===== src/rtl/mult32b_pkg.sv =====
// Shared types and constants for the two-port M-extension multiplier scheduler.
// Stage structs carry the datapath fields; the tag stays in the top because its width is a module parameter.
package mult32b_pkg;

  localparam int XLEN   = 32;
  localparam int PROD_W = 64;

  typedef enum logic [1:0] {
    OP_MUL    = 2'd0,
    OP_MULH   = 2'd1,
    OP_MULHSU = 2'd2,
    OP_MULHU  = 2'd3
  } op_e;

  typedef struct packed {
    logic [XLEN-1:0] mag_a;
    logic [XLEN-1:0] mag_b;
    logic            neg;
    op_e             op;
    logic            id;
  } s1_t;

  typedef struct packed {
    logic [PROD_W-1:0] prod;
    logic              neg;
    op_e               op;
    logic              id;
  } s2_t;

  // Two's-complement negate when s is set; 0x80000000 maps to itself.
  function automatic logic [XLEN-1:0] magnitude(input logic [XLEN-1:0] v, input logic s);
    return s ? ((~v) + XLEN'(1)) : v;
  endfunction

endpackage


===== src/rtl/mult32b_core.sv =====
// Combinational 32x32 unsigned multiplier: shifted partial products folded through
// carry-save compressor rows, then one final 64-bit carry-propagate add.
module mult32b_core
  import mult32b_pkg::*;
(
  input  logic [XLEN-1:0]   a,
  input  logic [XLEN-1:0]   b,
  output logic [PROD_W-1:0] prod
);

  logic [PROD_W-1:0] pp [XLEN];
  logic [PROD_W-1:0] sum_vec;
  logic [PROD_W-1:0] carry_vec;
  logic [PROD_W-1:0] sum_next;
  logic [PROD_W-1:0] carry_next;

  generate
    for (genvar gi = 0; gi < XLEN; gi++) begin : g_pp
      assign pp[gi] = b[gi] ? (PROD_W'(a) << gi) : '0;
    end
  endgenerate

  // Each row is a 3:2 compressor; bits carried past bit 63 are dropped since the product fits in 64.
  always_comb begin
    sum_vec    = '0;
    carry_vec  = '0;
    sum_next   = '0;
    carry_next = '0;
    for (int i = 0; i < XLEN; i++) begin
      sum_next   = sum_vec ^ carry_vec ^ pp[i];
      carry_next = ((sum_vec & carry_vec) | (sum_vec & pp[i]) | (carry_vec & pp[i])) << 1;
      sum_vec    = sum_next;
      carry_vec  = carry_next;
    end
    prod = sum_vec + carry_vec;
  end

endmodule


===== src/rtl/mult32b_sched.sv =====
// Round-robin two-port front end for the shared multiplier tree: sign handling into
// magnitudes, accept register S1, product register S2, signed fix-up on the way out.
module mult32b_sched
  import mult32b_pkg::*;
#(
  parameter int TAG_W = 4
) (
  input  logic                        clk,
  input  logic                        rst,
  input  logic                        flush,
  input  logic [1:0]                  req_valid,
  output logic [1:0]                  req_ready,
  input  logic [1:0][1:0]             req_op,
  input  logic [1:0][XLEN-1:0]        req_a,
  input  logic [1:0][XLEN-1:0]        req_b,
  input  logic [1:0][TAG_W-1:0]       req_tag,
  output logic                        resp_valid,
  input  logic                        resp_ready,
  output logic                        resp_id,
  output logic [TAG_W-1:0]            resp_tag,
  output logic [XLEN-1:0]             resp_data
);

  logic             rr_ptr_reg;
  logic             s1_valid_reg;
  logic             s2_valid_reg;
  s1_t              s1_reg;
  s2_t              s2_reg;
  logic [TAG_W-1:0] s1_tag_reg;
  logic [TAG_W-1:0] s2_tag_reg;

  s1_t               s1_next;
  s2_t               s2_next;
  logic [PROD_W-1:0] tree_prod;
  logic [PROD_W-1:0] p;
  logic [1:0]        grant;
  logic              grant_id;
  logic              adv2;
  logic              can_accept;
  logic              accept;

  op_e             port_op    [2];
  logic            port_neg   [2];
  logic [XLEN-1:0] port_mag_a [2];
  logic [XLEN-1:0] port_mag_b [2];

  // Sign decode runs on both ports in parallel so the grant only has to pick a result.
  generate
    for (genvar gi = 0; gi < 2; gi++) begin : g_port
      logic sa;
      logic sb;
      assign port_op[gi]    = op_e'(req_op[gi]);
      assign sa             = req_a[gi][XLEN-1] & ((port_op[gi] == OP_MULH) | (port_op[gi] == OP_MULHSU));
      assign sb             = req_b[gi][XLEN-1] & (port_op[gi] == OP_MULH);
      assign port_neg[gi]   = sa ^ sb;
      assign port_mag_a[gi] = magnitude(req_a[gi], sa);
      assign port_mag_b[gi] = magnitude(req_b[gi], sb);
    end
  endgenerate

  always_comb begin
    grant_id   = (req_valid == 2'b11) ? rr_ptr_reg : req_valid[1];
    grant      = '0;
    if (|req_valid) begin
      grant[grant_id] = 1'b1;
    end
    adv2       = !s2_valid_reg || resp_ready;
    can_accept = !s1_valid_reg || adv2;
    req_ready  = grant & {2{can_accept && !flush && !rst}};
    accept     = |(req_valid & req_ready);

    s1_next       = '0;
    s1_next.mag_a = port_mag_a[grant_id];
    s1_next.mag_b = port_mag_b[grant_id];
    s1_next.neg   = port_neg[grant_id];
    s1_next.op    = port_op[grant_id];
    s1_next.id    = grant_id;
  end

  mult32b_core u_core (
    .a    (s1_reg.mag_a),
    .b    (s1_reg.mag_b),
    .prod (tree_prod)
  );

  always_comb begin
    s2_next      = '0;
    s2_next.prod = tree_prod;
    s2_next.neg  = s1_reg.neg;
    s2_next.op   = s1_reg.op;
    s2_next.id   = s1_reg.id;
  end

  always_ff @(posedge clk) begin
    if (rst) begin
      rr_ptr_reg   <= 1'b0;
      s1_valid_reg <= 1'b0;
      s2_valid_reg <= 1'b0;
      s1_reg       <= '0;
      s2_reg       <= '0;
      s1_tag_reg   <= '0;
      s2_tag_reg   <= '0;
    end else begin
      if (accept) begin
        rr_ptr_reg <= ~grant_id;
        s1_reg     <= s1_next;
        s1_tag_reg <= req_tag[grant_id];
      end
      if (flush) begin
        s1_valid_reg <= 1'b0;
        s2_valid_reg <= 1'b0;
      end else begin
        if (adv2) begin
          s2_valid_reg <= s1_valid_reg;
        end
        if (can_accept) begin
          s1_valid_reg <= accept;
        end
      end
      // S2 payload only moves when a real operation advances, keeping a stalled response stable.
      if (adv2 && s1_valid_reg) begin
        s2_reg     <= s2_next;
        s2_tag_reg <= s1_tag_reg;
      end
    end
  end

  always_comb begin
    p          = s2_reg.neg ? ((~s2_reg.prod) + PROD_W'(1)) : s2_reg.prod;
    resp_data  = (s2_reg.op == OP_MUL) ? p[XLEN-1:0] : p[PROD_W-1:XLEN];
    resp_valid = s2_valid_reg;
    resp_id    = s2_reg.id;
    resp_tag   = s2_tag_reg;
  end

endmodule


===== config.mk =====
export PLATFORM = sky130hd
export DESIGN_NAME = mult32b_sched
export DESIGN_NICKNAME = d
export VERILOG_FILES = /design/src/rtl/mult32b_pkg.sv /design/src/rtl/mult32b_core.sv /design/src/rtl/mult32b_sched.sv
export SDC_FILE = /design/constraint.sdc
export NUM_CORES = 2
export LEC_CHECK = 0
export BUFFER_PORTS_ARGS = -buffer_cell sky130_fd_sc_hd__buf_4
export CAP_MARGIN = 20
export CELL_PAD_IN_SITES_DETAIL_PLACEMENT = 0
export CELL_PAD_IN_SITES_GLOBAL_PLACEMENT = 1
export CORE_MARGIN = 2
export CORE_UTILIZATION = 45
export CTS_CLUSTER_SIZE = 14
export DETAILED_ROUTE_END_ITERATION = 8
export PLACE_DENSITY = 0.82
export SLEW_MARGIN = 20
export SYNTH_ARGS = -nofsm -noshare
export SYNTH_HDL_FRONTEND = slang
export SYNTH_SLANG_ARGS = --single-unit

===== constraint.sdc =====
create_clock -name clk -period 23 [get_ports clk]
set_clock_uncertainty 0.2 [all_clocks]
set_input_delay 4.6 -clock clk [delete_from_list [all_inputs] [get_ports clk]]
set_output_delay 4.6 -clock clk [all_outputs]
set_load 0.05 [all_outputs]

==> impl_metrics.yaml <==
sta:
  rsz0062_at_grt: "false"
  tightest_slew_ns: 0.963
  hold_ws_ns: 0.240
  setup_tns_ns: 0
  finalSetupViolations: 0
  slew_headroom_pct: 35.5
  setup_slack_ns: 4.53
  fin_crit_sh_pct: 80.3
  period_minus_slack_ns: 18.47
  timing.fmax_mhz: 54.2
  slew_viol_final: 0
  hold_viol: 0
clock_tree:
  postCtsResizedCells: 0
  numCtsBuffers: 17
  cts_tree: "yes"
  cts.sinks: 147
  clk_pin_slew_ns: 0.08
  insertion_delay_ns: 0.46
  cts_hold_buf: 0
  htreeDepth: 4
  clockRootBuffer: "clkbuf_16"
  cts_setup_buffers: 0
  clock_path_buffers: 2
yosys:
  synth_cell_type_count: 68
  synthesis.nets: 5063
  ys.flop_type: "dfxtp_1"
  syn_inst: 3917
  synth_edf_count: 0
  yosys_warnings: 0
  synth-seq-cells: 147
  syn_area_mm2: 0.0358
  yosysSeqAreaShare_pct: 8.21
  postSynth.asyncResetShare_pct: 0
  syn_area_per_cell_um2: 9.15
global_routing:
  gr-usage-met3_pct: 1.72
  use_met1_pct: 33.6
  antenna_found_initial: 1
  grt_overflow: 0
  grt_max_degree: 65
  gr-usage-all-layers_pct: 23.2
  first_global_vias: 28800
  busiest_layer: "met2"
  grtUsageMet2_pct: 38.3
  grt_pass1_wl_mm: 154
layout:
  final_common_cell: "nand2_1"
  syn_to_final_growth_pct: 7.35
  layout-drive-gt1-share_pct: 8.31
  antenna_cells: 0
  nNetsFinal: 5019
  fin_cells: 4936
  layout_common_cells: "nand2_1, fa_1, buf_4, nor2_1, inv_1"
  largest_reg_flops: 68
worst_setup_path:
  path_common_cell: "fa_1"
  crit_type: "flip-flop to flip-flop"
  path_max_fanout: 33
  cp.arrival_ns: 18.62
  max_stage_delay_ns: 0.72
  cpMaxStageDelayCell: "dfxtp_2"
  crit_path_start_kind: "flip-flop"
  worst_setup_path_end_kind: "flip-flop"
  reg2reg_from: "s1_reg[66]"
  cp.required_ns: 23.16
  critical_path.startpoint: "s1_reg[66]"
routing:
  vias_per_cell: 5.50
  postRouteAntennaNets: 0
  drc: 0
  drt_iter0_markers: 1449
  wl_mm: 91.6
  firstDrtPassIters: 6
  num_vias: 27100
  routedWlPerCell_um: 18.6
worst_hold_path:
  hp-class: "flip-flop to flip-flop"
  hp-start: "s1_tag_reg[0]"
die:
  die_area_mm2: 0.0819
  die-height_um: 286
  fp-row-count: 103
  initial_core_util_pct: 45.4
  io_pins: 186
  core_area_mm2: 0.0789
  die_w_um: 286
place:
  dp_slack_ns: 4.12
  placed_cells: 4904
  dp_hpwl_mm: 76.2
  gp_congestion: 0.918
  port_buffers: 185
power_and_ir_drop:
  ir_drop_mv: 0.0542
  p_leak_uw: 0.00912
  power_density_mw_per_mm2: 32.1
  report.power.total_uw: 1240
run:
  drv_cap: 0
run_status:
  status: "completed"
[kinds of logic after synthesis]
| family | share of synthesized area [%] |
|---|---|
| AND/OR/NAND/NOR | 18.9 |
| AO/OA/AOI/OAI | 8.77 |
| XOR/XNOR | 4.67 |
| multiplexers | 0.168 |
| flip-flops | 8.21 |
| adder cells (fa/ha/maj) | 54.4 |
| buffers and inverters | 4.87 |
[power by group]
part	total, µW	internal (µW)	leakage, µW	switching (µW)
Sequential	305	271	0.00121	34.3
Combinational	655	266	0.00764	389
Clock	276	145	0.000271	132
[metal layers]
layer  part of all wire (%)  wire length, µm
met3                    3.6             3330
met1                     46            42500
met2                     48            43500
met4                    2.4             2200
met5                      0                0
[area by class of cell]
| cell class | instances | area (µm²) |
|---|---|---|
| clock buffer | 19 | 443 |
| clock inverter | 13 | 115 |
| fill | 7582 | 40400 |
| inverter | 154 | 578 |
| multi-input combinational | 3305 | 31200 |
| sequential | 147 | 2970 |
| tap | 1050 | 1310 |
| timing repair buffer | 248 | 1860 |
[synthesized netlist by cell type, types with 9 or more instances]
cell          n  share of area [%]
fa_1        931                 52
a21o_1       14               0.29
clkbuf_1    302                3.2
o41ai_1      16               0.39
xnor2_1     109                2.7
nand2_1    1166                 12
nor2_1      176                1.8
nor3_1       47               0.66
xor2_1       82                2.0
nor2b_1      11               0.19
o21ai_0     107                1.5
a31oi_1      10               0.17
a2111oi_0    16               0.39
a311oi_1     13               0.32
o21a_1       11               0.23
a211oi_1     38               0.80
nor4_1       12               0.21
nand2b_1     15               0.26
dfxtp_1     147                8.2
or3_1        29               0.51
and2_1       75                1.3
o31ai_1      39               0.82
buf_1         9              0.094
o211ai_1     28               0.59
nand3_1      32               0.45
ha_1         69                2.4
a21oi_1     146                2.0
or4_1        15               0.31
inv_1       154                1.6
[final timing paths]
| check | depth (start not counted) | endpoint | slack [ns] |
|---|---|---|---|
| worst max register to register | 44 | s2_reg[64] | 4.53 |
| worst min register to register | 2 | resp_tag[0] | 0.24 |
| worst max-delay path | 44 | s2_reg[64] | 4.53 |
| worst min-delay path | 2 | resp_tag[0] | 0.24 |
[through the flow]
| step | util, % | area, µm² |
|---|---|---|
| final | 48.8 | 38500 |
| after global routing | 48.8 | 38500 |
| after CTS | 48.8 | 38500 |
| after detailed placement | 48.0 | 37900 |
| after global placement | 48.0 | 37900 |
| after floorplan | - | 35800 |
[worst max-delay path, delay by kind of cell, from the launching register on]
family | cells | cell delay [ns]
adder cells (fa/ha/maj) | 33 | 15.10
AO/OA/AOI/OAI | 8 | 2.01
flip-flops | 1 | 0.72
AND/OR/NAND/NOR | 1 | 0.22
buffers and inverters | 2 | 0.12
(Power assumes the default switching activity.)
